File: src/rtl/axis_frame_writer.sv
// axis_frame_writer: converts an AXI4-Stream video beat stream into registered
// framebuffer write strobes (address, data, enable). Aligns on start-of-frame
// (TUSER), checks end-of-line (TLAST) against the configured geometry,
// resynchronises after errors and reports sticky status flags.
module axis_frame_writer #(
  parameter int H_PIXELS = 640,
  parameter int V_LINES  = 480,
  parameter int ADDR_W   = 20,
  parameter int DATA_W   = 24
) (
  input  logic              clk_i,
  input  logic              rst_i,
  input  logic              s_axis_video_TVALID,
  output logic              s_axis_video_TREADY,
  input  logic [DATA_W-1:0] s_axis_video_TDATA,
  input  logic              s_axis_video_TUSER,
  input  logic              s_axis_video_TLAST,
  output logic [ADDR_W-1:0] pxl_addr_o,
  output logic [DATA_W-1:0] pxl_data_o,
  output logic              pxl_en_o,
  output logic              frame_done_o,
  output logic              locked_o,
  output logic [15:0]       frame_cnt_o,
  output logic              sof_err_o,
  output logic              eol_early_o,
  output logic              eol_late_o,
  input  logic              err_clr_i
);

  localparam int XW = (H_PIXELS > 1) ? $clog2(H_PIXELS) : 1;
  localparam int YW = (V_LINES > 1) ? $clog2(V_LINES) : 1;
  localparam logic [XW-1:0]     X_LAST    = XW'(H_PIXELS - 1);
  localparam logic [YW-1:0]     Y_LAST    = YW'(V_LINES - 1);
  localparam logic [ADDR_W-1:0] LINE_STEP = ADDR_W'(H_PIXELS);

  typedef enum logic [1:0] {
    HUNT    = 2'd0,
    ACTIVE  = 2'd1,
    DISCARD = 2'd2
  } state_t;

  state_t            state_q, state_d;
  logic [XW-1:0]     x_q, x_d;
  logic [YW-1:0]     y_q, y_d;
  logic [ADDR_W-1:0] base_q, base_d;
  logic              ready_q;

  logic              beat;
  logic              at_origin;
  logic              resync;
  logic              line_end;
  logic              wr_en_d;
  logic [ADDR_W-1:0] wr_addr_d;
  logic              frame_end_d;
  logic              set_sof, set_early, set_late;

  assign beat                = s_axis_video_TVALID & ready_q;
  assign at_origin           = (x_q == '0) && (y_q == '0);
  assign s_axis_video_TREADY = ready_q;
  assign locked_o            = (state_q != HUNT);

  // Next-state, counter and write-strobe decode for the accepted beat.
  always_comb begin
    // NOTE: every signal gets a default first so no path leaves it unassigned (no latches).
    state_d     = state_q;
    x_d         = x_q;
    y_d         = y_q;
    base_d      = base_q;
    wr_en_d     = 1'b0;
    wr_addr_d   = base_q + ADDR_W'(x_q);
    frame_end_d = 1'b0;
    resync      = 1'b0;
    line_end    = 1'b0;
    set_sof     = 1'b0;
    set_early   = 1'b0;
    set_late    = 1'b0;

    case (state_q)
      HUNT: begin
        // Only a start-of-frame beat can bring the writer into alignment.
        if (beat && s_axis_video_TUSER) resync = 1'b1;
      end

      ACTIVE: begin
        if (beat) begin
          if (s_axis_video_TUSER) begin
            set_sof = !at_origin;
            resync  = 1'b1;
          end else if (at_origin) begin
            // A new frame must open with TUSER; drop the beat and realign.
            set_sof = 1'b1;
            state_d = HUNT;
          end else begin
            wr_en_d = 1'b1;
            if (s_axis_video_TLAST) begin
              set_early = (x_q != X_LAST);
              line_end  = 1'b1;
            end else if (x_q == X_LAST) begin
              // Line overran: keep this pixel, then skip to the real TLAST.
              set_late = 1'b1;
              state_d  = DISCARD;
            end else begin
              x_d = x_q + 1'b1;
            end
          end
        end
      end

      DISCARD: begin
        if (beat) begin
          if (s_axis_video_TUSER) begin
            set_sof = 1'b1;
            resync  = 1'b1;
          end else if (s_axis_video_TLAST) begin
            line_end = 1'b1;
            state_d  = ACTIVE;
          end
        end
      end

      default: state_d = HUNT;
    endcase

    // Start-of-frame beat always lands at address 0 and restarts the counters.
    if (resync) begin
      wr_en_d   = 1'b1;
      wr_addr_d = '0;
      x_d       = XW'(1);
      y_d       = '0;
      base_d    = '0;
      state_d   = ACTIVE;
    end

    // Line end advances to the next line, or wraps at the frame boundary.
    if (line_end) begin
      x_d = '0;
      if (y_q == Y_LAST) begin
        frame_end_d = 1'b1;
        y_d         = '0;
        base_d      = '0;
      end else begin
        y_d    = y_q + 1'b1;
        base_d = base_q + LINE_STEP;
      end
    end
  end

  // State register and position counters.
  always_ff @(posedge clk_i or posedge rst_i) begin
    // NOTE: sequential state uses non-blocking assignments so all registers update together.
    if (rst_i) begin
      state_q <= HUNT;
      x_q     <= '0;
      y_q     <= '0;
      base_q  <= '0;
    end else begin
      state_q <= state_d;
      x_q     <= x_d;
      y_q     <= y_d;
      base_q  <= base_d;
    end
  end

  // Ready rises on the first clock out of reset and then stays high.
  always_ff @(posedge clk_i or posedge rst_i) begin
    if (rst_i) ready_q <= 1'b0;
    else       ready_q <= 1'b1;
  end

  // Registered write port; address and data hold while the strobe is low.
  always_ff @(posedge clk_i or posedge rst_i) begin
    if (rst_i) begin
      pxl_en_o     <= 1'b0;
      pxl_addr_o   <= '0;
      pxl_data_o   <= '0;
      frame_done_o <= 1'b0;
      frame_cnt_o  <= '0;
    end else begin
      pxl_en_o     <= wr_en_d;
      frame_done_o <= frame_end_d;
      if (wr_en_d) begin
        pxl_addr_o <= wr_addr_d;
        pxl_data_o <= s_axis_video_TDATA;
      end
      if (frame_end_d) frame_cnt_o <= frame_cnt_o + 16'd1;
    end
  end

  // Sticky error flags: a new event wins over a simultaneous clear.
  always_ff @(posedge clk_i or posedge rst_i) begin
    if (rst_i) begin
      sof_err_o   <= 1'b0;
      eol_early_o <= 1'b0;
      eol_late_o  <= 1'b0;
    end else begin
      sof_err_o   <= set_sof   | (sof_err_o   & ~err_clr_i);
      eol_early_o <= set_early | (eol_early_o & ~err_clr_i);
      eol_late_o  <= set_late  | (eol_late_o  & ~err_clr_i);
    end
  end

endmodule
File: config.mk
export PLATFORM = sky130hd
export DESIGN_NAME = axis_frame_writer
export DESIGN_NICKNAME = d
export VERILOG_FILES = /design/src/rtl/axis_frame_writer.sv
export SDC_FILE = /design/constraint.sdc
export NUM_CORES = 1
export LEC_CHECK = 0
export CAP_MARGIN = 40
export CORE_UTILIZATION = 30
export DETAILED_ROUTE_END_ITERATION = 7
export PLACE_DENSITY = 0.54
export SLEW_MARGIN = 20
export SYNTH_ARGS = -nofsm -noshare
export SYNTH_HDL_FRONTEND = slang
export SYNTH_SLANG_ARGS = --single-unit
File: constraint.sdc
create_clock -name clk_i -period 5.1 [get_ports clk_i]
set_input_delay 1.53 -clock clk_i [delete_from_list [all_inputs] [get_ports clk_i]]
set_output_delay 1.53 -clock clk_i [all_outputs]
set_load 0.02 [all_outputs]
## After elaboration in Yosys (flattened, before gate mapping)

Index checks and enable logic that the tools add are counted.

- Register bits: 107
- Output and inout port bits: 67
- Logic and storage cells: 114
- Input port bits: 30

- Eq/ne operators: 17
- Bitwise logic cells: 8
- Reduce and logical (&&, ||, !) cells: 13
- $add $sub $neg: 5
- Multiplexer cells: 58

Operators by type and width:

| kind | count |
|---|---|
| two-way mux 10 bit | 8 |
| two-way mux 20 bit | 4 |
| two-way mux 1 bit | 30 |
| two-way mux 9 bit | 3 |
| adder 20 x 10 -> 20 bit | 1 |
| adder 20 x 10 -> 20 bit, second input constant | 1 |
| two-way mux 2 bit | 9 |
| != test 3 bit, second input constant | 6 |
| adder 16 x 1 -> 16 bit, second input constant | 1 |
| adder 10 x 1 -> 10 bit, second input constant | 1 |
| equality test 10 bit, second input constant | 1 |
| logical NOT 10 bit | 1 |
| != test 10 bit, second input constant | 1 |
| adder 9 x 1 -> 9 bit, second input constant | 1 |
| equality test 9 bit, second input constant | 1 |
| logical NOT 9 bit | 1 |
| != test 3 x 1 -> 1 bit, second input constant | 3 |
| != test 4 bit, second input constant | 2 |
| AND reduction 8 bit | 1 |
| one-hot mux 1 bit (2 select lines) | 3 |
| one-hot mux 2 bit (3 select lines) | 1 |
| AND reduction 6 bit | 1 |
| nonzero test 3 bit | 2 |
| AND 1 bit | 4 |
| 10 further kinds | 14 |

## Depth between registers and ports, before layout

Gate-level depths: netlist of the first run.

- Depth after elaboration: 9
- Mapped depth: 11
- Depth with buffers taken out: 9

## Worst setup path after synthesis of the first run

Ideal clock, no wire load.

- Path type: input to register
- Start: input port s_axis_video_TVALID
- End: register pxl_data_o[10]
- Arrival: 3,052 ps
- Setup time: 125 ps
- Data required time: 4,975 ps
- Stages: 7
- Buffers on the path: 2
- Slack: 1,923 ps
- Cell sequence: and2_0 > nand2_1 > or3_1 > clkbuf_1 > nand2_1 > buf_2 > mux2_2

- Longest elaborated chain between the ends: 5
- Elaborated cells between the ends (all ways): 8
- Those cells by class: mux (6); bitwise (1); reduce/logical (1)

Ends and longest elaborated chain:

| item | line | RTL |
|---|---|---|
| start: declaration | 13 | `input logic s_axis_video_TVALID,` |
| AND 1 bit (*) | 57 | `assign beat = s_axis_video_TVALID & ready_q;` |
| logical AND 1 bit | 81 | `if (beat && s_axis_video_TUSER) resync = 1'b1;` |
| two-way mux 1 bit | 81 |  |
| one-hot mux 1 bit (2 select lines) | 78 | `case (state_q)` |
| two-way mux 1 bit (*) | 125 | `if (resync) begin` |
| end signal: assignment | 183 | `pxl_data_o <= s_axis_video_TDATA;` |
| end: declaration | 19 | `output logic [DATA_W-1:0] pxl_data_o,` |

Mark *: on every way between the ends. The rest lies on a longest branch, timed or not.
A chain may end at the register's enable or synchronous reset.

## Worst setup path after layout of the first run

- Start: input port s_axis_video_TVALID
- End: register pxl_data_o[11]

Same word-level chain as after synthesis.

==> flow_summary.json, run 1 <==
{
  "max_freq_mhz": 275,
  "synth_edf_count": 0,
  "cts_buffer_depth": 2,
  "critPathMaxStageDelay_ns": 0.61,
  "maxSlewHeadroom": 0.536,
  "synth_top_family_by_area": "simple AND/OR/NAND/NOR gates",
  "cellLeakagePower_nw": 2.73,
  "grt_pass1_vias": 3802,
  "register_area_mm2": 0.00250,
  "area_growth_pct": 30.5,
  "ant_nets": 0,
  "drt_iter0_markers": 171,
  "synth_cell_types": 57,
  "post_drt_wl_per_cell_um": 14.1,
  "fin_skew_ns": 0.00741,
  "hpwl_mm": 8.16,
  "seq_power_share": 0.397,
  "syn_avg_cell_area_um2": 10.2,
  "switching_share": 0.329,
  "grt_max_degree": 66,
  "grt_usage": 0.142,
  "cts_hold_buf": 0,
  "synth_fp_nets": 532,
  "synth_compound_area_frac": 0.115,
  "clock-sinks": 100,
  "yosys.area_share.xor_xnor": 0.0737,
  "core_region_area_mm2": 0.0161,
  "hold-path-endpoint": "frame_cnt_o[15]",
  "drt_pass1_iterations": 5,
  "slew_violations": 0,
  "fillers": 1572,
  "clk_pin_slew_ns": 0.07,
  "r2r_end": "pxl_data_o[11]",
  "yosysSeqAreaShare": 0.502,
  "holdCritPathClass": "reg -> reg",
  "clk_latency_ns": 0.35,
  "pwr-share-clk": 0.254,
  "ys_async_sr_fraction": 1.00,
  "diodes": 0,
  "fin_util": 0.405,
  "vias_per_cell": 4.76,
  "initial_core_util": 0.311,
  "finalCritPeriodShare": 0.714,
  "holdPathStages": 1,
  "worst-path-max-fanout": 25,
  "pin_count": 97,
  "cp-start-kind": "input port",
  "post_cts_resized": 0,
  "ys.flop_type": "dfrtp_1",
  "layout.nets": 625,
  "synthAdderAreaFrac": 0.0376,
  "gp_congestion": 0.804,
  "numCtsBuffers": 9,
  "synth_warnings": 0,
  "setup_viol": 0,
  "rsz0062_at_grt": "false",
  "final_hold_viol_count": 0,
  "cts_root_buf": "clkbuf_16",
  "fp.dieW_um": 131,
  "syn-cell-area_mm2": 0.00499,
  "cts_tree": "yes",
  "worstReg2RegStart": "x_q[0]",
  "die_y_um": 131,
  "ff2ff_path_depth": 10,
  "p_int_w": 0.00178,
  "htreeDepth": 3,
  "drt-total-wl_mm": 11.3,
  "switching_power_w": 0.000872,
  "path_class": "in -> reg",
  "grt_first_pass_wirelength_mm": 18.8,
  "setup_tns_ns": 0,
  "multi_input_area_mm2": 0.00230,
  "required_ns": 5.33,
  "port_buffers": 96,
  "antenna_found_initial": 0,
  "tightest_slew_ns": 0.695,
  "path_common_cell": "nand2_1",
  "synth_cells": 487,
  "end_kind": "flop",
  "ys_ff_latch": 100,
  "min_period_ns": 3.64,
  "synthMuxAreaShare": 0.0625,
  "min_from": "frame_cnt_o[15]",
  "ff2ff_setup_slack_ns": 2.04,
  "post_cts_buffers": 0,
  "crit_chain": "clkdlybuf4s50_1 -> and2_0 -> nand2_1 -> or3_1 -> nand2_1 -> buf_4 -> mux2_2",
  "overflow": 0,
  "cp.arrival_ns": 3.87,
  "ir_worst_vdd_uv": 174,
  "rows": 46,
  "yosys.area_share.simple": 0.171,
  "power.share.combinational": 0.348,
  "power_density_mw_per_mm2": 407,
  "outcome": "finished clean",
  "dieArea_mm2": 0.0171,
  "vias": 3811,
  "critical-path-slowest-cell": "or3_1",
  "maxCapViolations": 0,
  "drive_gt1_frac": 0.106,
  "drcViolationCount": 0
}
==> worst max path at each step <==
| stage | endpoint | start | cells after the start | slack (ns) |
|---|---|---|---|---|
| global placement | pxl_data_o[13] | s_axis_video_TVALID | 7 | 1.17 |
| detailed placement | pxl_data_o[11] | s_axis_video_TVALID | 7 | 1.07 |
| floorplan | base_q[10] | rst_i | 1 | 0.95 |
| CTS | pxl_data_o[0] | s_axis_video_TVALID | 7 | 1.45 |
| global route | base_q[11] | s_axis_video_TVALID | 7 | 1.23 |
| finish | pxl_data_o[11] | s_axis_video_TVALID | 7 | 1.46 |
==> cell usage in the layout, fill, tap and decap left out, drive strengths merged, types with 3 or more instances in the layout <==
cell           count
dfrtp            100
clkdlybuf4s50     96
nand2             52
nor2              34
o21ai             28
mux2              25
xnor2             24
a21oi             23
inv               23
nand3             21
xor2              18
ha                15
clkbuf            12
nand4             11
nor3              11
buf                9
nor4               7
a21o               7
and3               6
a211oi             6
a31oi              6
and2               5
nor3b              3
or3                3
a41oi              3
mux2i              3
nor4b              3
clkinv             3
==> synth_stat cells (2+ instances only) <==
library cell	instances	share of area
dfrtp_1	100	0.50
nand2_1	52	0.039
nor2_1	34	0.026
mux2_2	25	0.056
o21ai_0	25	0.025
xnor2_1	24	0.042
a21oi_1	22	0.022
inv_1	22	0.017
nand3_1	21	0.021
xor2_1	18	0.032
ha_1	15	0.038
clkbuf_1	13	0.0098
buf_2	10	0.010
nand4_1	10	0.013
nor3_1	9	0.0090
a211oi_1	6	0.0090
a21o_1	6	0.0090
a31oi_1	6	0.0075
and3_1	6	0.0075
nor4_1	6	0.0075
and2_1	4	0.0050
a41oi_1	3	0.0053
mux2i_1	3	0.0060
nor3b_1	3	0.0045
o21ai_1	3	0.0030
or3_1	3	0.0038
a22oi_1	2	0.0030
and4_1	2	0.0035
conb_1	2	0.0015
nor3_2	2	0.0040
nor4b_1	2	0.0035
o22ai_1	2	0.0025
o32ai_1	2	0.0035
==> stage by stage <==
| stage | power [W] | setup slack (ns) | std cells | hold WS [ns] | area, µm² |
|---|---|---|---|---|---|
| floorplan | 0.00158 | 0.951 | 487 | 0.472 | 4990 |
| global placement | 0.00198 | 1.17 | 782 | 0.461 | 6170 |
| detailed placement | 0.00200 | 1.07 | 784 | 0.464 | 6190 |
| CTS | 0.00269 | 1.45 | 800 | 0.474 | 6490 |
| global route | 0.00282 | 1.23 | 801 | 0.486 | 6510 |
| finish | 0.00265 | 1.46 | 801 | 0.471 | 6510 |
==> power by group through the flow <==
stage / Sequential [W] / Clock [W] / Combinational, W
floorplan: 0.00123 / 0 / 0.000350
global placement: 0.00107 / 0 / 0.000911
detailed placement: 0.00107 / 0 / 0.000930
CTS: 0.00106 / 0.000699 / 0.000933
global route: 0.00108 / 0.000729 / 0.00101
finish: 0.00105 / 0.000674 / 0.000923
==> per-layer routing <==
layer  global-route usage  wire, µm
met1                0.180      5270
met2                0.238      5450
met3               0.0240       402
met4               0.0629       201
met5                    0         0
==> cell type report <==
type | instances | area share
sequential | 100 | 0.384
multi-input combinational | 340 | 0.353
timing repair buffer | 105 | 0.161
tap | 216 | 0.0415
clock buffer | 12 | 0.0409
inverter | 24 | 0.0142
clock inverter | 4 | 0.00500
==> state kept, by name, indices dropped and copies added, names as in the netlist <==
register,cells
frame_done_o,1
base_q,13
frame_cnt_o,16
pxl_data_o,24
x_q,10
state_q,2
pxl_addr_o,20
s_axis_video_TREADY,1
eol_early_o,1
sof_err_o,1
y_q,9
eol_late_o,1
pxl_en_o,1
==> cell families (layout without fill, tap and decap cells) <==
| family | Yosys count | after routing |
|---|---|---|
| other cells | 2 | 2 |
| xor+xnor | 42 | 42 |
| mux | 28 | 28 |
| buf+inv | 47 | 145 |
| compound gates | 89 | 89 |
| flops | 100 | 100 |
| fa+ha+maj | 15 | 15 |
| simple gates | 164 | 164 |
==> critical path, delay by kind of cell <==
kind / cells / cell delay [ns]
muxes: 1 / 0.38
and+or+nand+nor: 4 / 1.15
buffers and inverters: 2 / 0.79
Power figures use the tool's default switching activity.
==> inputs of run 2 (changes only) <==
--- a/config.mk
+++ b/config.mk
@@ -8,7 +8,7 @@
 export CAP_MARGIN = 40
 export CORE_UTILIZATION = 30
 export DETAILED_ROUTE_END_ITERATION = 7
-export PLACE_DENSITY = 0.54
+export PLACE_DENSITY = 0.56
 export SLEW_MARGIN = 20
 export SYNTH_ARGS = -nofsm -noshare
 export SYNTH_HDL_FRONTEND = slang
==> constraint.sdc (replaced) <==
create_clock -name clk_i -period 3.05 [get_ports clk_i]
set_input_delay 0.915 -clock clk_i [delete_from_list [all_inputs] [get_ports clk_i]]
set_output_delay 0.915 -clock clk_i [all_outputs]
set_load 0.02 [all_outputs]
==> run 2 against run 1 <==
Compared with the run above: sequential power up 68%; first-iteration DRC count grew 34%; non-clock buffer count up 13; critical path type is now reg -> out; critical endpoint is now locked_o.
==> flow_summary.json, run 2 (synthesis results as in run 1) <==
{
  "required_ns": 2.13,
  "antenna_found_initial": 0,
  "setup_tns_ns": 0,
  "path_common_cell": "inv_1",
  "top_regs": "pxl_data_o x24, pxl_addr_o x20, frame_cnt_o x16",
  "post_cts_resized": 0,
  "htreeDepth": 3,
  "gp_congestion": 0.806,
  "drive_gt1_frac": 0.124,
  "final_common_cell": "dfrtp_1",
  "maxCapViolations": 0,
  "path_buf_inv": 3,
  "drt_pass1_iterations": 4,
  "ir_worst_vdd_uv": 317,
  "clk_pin_slew_ns": 0.07,
  "rsz0062_at_grt": "false",
  "grt_max_degree": 49,
  "holdCritPathClass": "reg -> reg",
  "hpwl_mm": 8.31,
  "grt_util_met2": 0.237,
  "path_class": "reg -> out",
  "crit_chain": "inv_1 -> ha_1 -> inv_1 -> clkdlybuf4s50_1",
  "post_cts_buffers": 0,
  "fin_skew_ns": 0.00724,
  "grt_pass1_vias": 3908,
  "cts_tree": "yes",
  "drcViolationCount": 0,
  "area_growth_pct": 32.9,
  "vias": 3944,
  "grt.met1_usage": 0.172,
  "multi_input_area_mm2": 0.00230,
  "diodes": 0,
  "largest-register": "pxl_data_o",
  "final_hold_viol_count": 0,
  "rows": 46,
  "pwr-share-clk": 0.260,
  "tightest_slew_ns": 0.635,
  "finalCritPeriodShare": 0.879,
  "final_cell_mix": "100 x dfrtp_1, 96 x clkdlybuf4s50_1, 52 x nand2_1",
  "slew_violations": 0,
  "drt_iter0_markers": 229,
  "max_freq_mhz": 373,
  "port_buffers": 96,
  "switching_share": 0.326,
  "cp.arrival_ns": 1.76,
  "grt_first_pass_wirelength_mm": 18.9,
  "cp_top_family": "buffers and inverters",
  "clk_latency_ns": 0.35,
  "maxSlewHeadroom": 0.576,
  "busiest_layer": "met2",
  "outcome": "finished clean",
  "min_period_ns": 2.68,
  "layout.nets": 638,
  "die_y_um": 131,
  "end_kind": "primary output",
  "seq_power_share": 0.389,
  "overflow": 0,
  "power.share.combinational": 0.351,
  "stdcell_count": 814,
  "dp_cells": 798,
  "setup_viol": 0,
  "worst-path-max-fanout": 5,
  "critPathMaxStageDelay_ns": 0.61,
  "dieArea_mm2": 0.0171,
  "critical-path-slowest-cell": "clkdlybuf4s50_1",
  "cts_buffer_depth": 2,
  "cts_hold_buf": 0,
  "grt_use_met3": 0.0261,
  "cellLeakagePower_nw": 2.80,
  "register_area_mm2": 0.00250,
  "fillers": 1539,
  "cp-start-kind": "flop",
  "grt_usage": 0.142,
  "post_drt_wl_per_cell_um": 14.0,
  "switching_power_w": 0.00147,
  "pin_count": 97,
  "p_int_w": 0.00304,
  "fp.dieW_um": 131,
  "core_region_area_mm2": 0.0161,
  "numCtsBuffers": 9,
  "largest_reg_flops": 24,
  "power_density_mw_per_mm2": 681,
  "cts_root_buf": "clkbuf_16",
  "initial_core_util": 0.311,
  "vias_per_cell": 4.85,
  "ant_nets": 0,
  "drt-total-wl_mm": 11.4,
  "clock-sinks": 100
}
[run 2: cell type report]
type / count / area share
Sequential cell: 100 / 0.377
Multi-Input combinational cell: 340 / 0.346
Timing Repair Buffer: 118 / 0.176
Inverter: 24 / 0.0142
Clock buffer: 11 / 0.0366
Clock inverter: 5 / 0.00906
Tap cell: 216 / 0.0408
[run 2: layer usage]
metal / vias to the layer above / routed length, µm / share of wire
met5: - / 0 / 0
met4: 0 / 323 / 0.028
met3: 21 / 462 / 0.041
met2: 96 / 5440 / 0.48
met1: 1907 / 5150 / 0.45
li1: 1920 / - / -
[run 2: final timing paths]
path,startpoint,endpoint,slack [ns],cells after the start
min reg2reg,frame_cnt_o[15],frame_cnt_o[15],0.49,1
max in group asynchronous,rst_i,base_q[8],1.38,3
max reg2reg,x_q[1],pxl_data_o[1],0.52,10
min in group asynchronous,rst_i,pxl_data_o[14],0.99,2
min,frame_cnt_o[15],frame_cnt_o[15],0.49,1
max,state_q[1],locked_o,0.37,4
[run 2: per-stage QoR]
step           hold WS, ns  setup WS, ns   util  power (W)  area [µm²]
2_1_floorplan        0.472         0.422      -    0.00264        4990
3_3_place_gp         0.477        0.0883  0.394    0.00336        6330
6_report             0.493         0.370  0.413    0.00451        6630
3_5_place_dp         0.489        0.0715  0.394    0.00339        6330
5_1_grt              0.525         0.292  0.413    0.00479        6630
4_1_cts              0.502         0.345  0.413    0.00459        6630
[run 2: power groups by stage]
| stage | Clock, W | Sequential, W | Combinational (W) |
|---|---|---|---|
| final | 0.00118 | 0.00176 | 0.00158 |
| after floorplan | 0 | 0.00205 | 0.000586 |
| after global routing | 0.00127 | 0.00180 | 0.00172 |
| after CTS | 0.00122 | 0.00176 | 0.00160 |
| after detailed placement | 0 | 0.00179 | 0.00160 |
| after global placement | 0 | 0.00178 | 0.00158 |
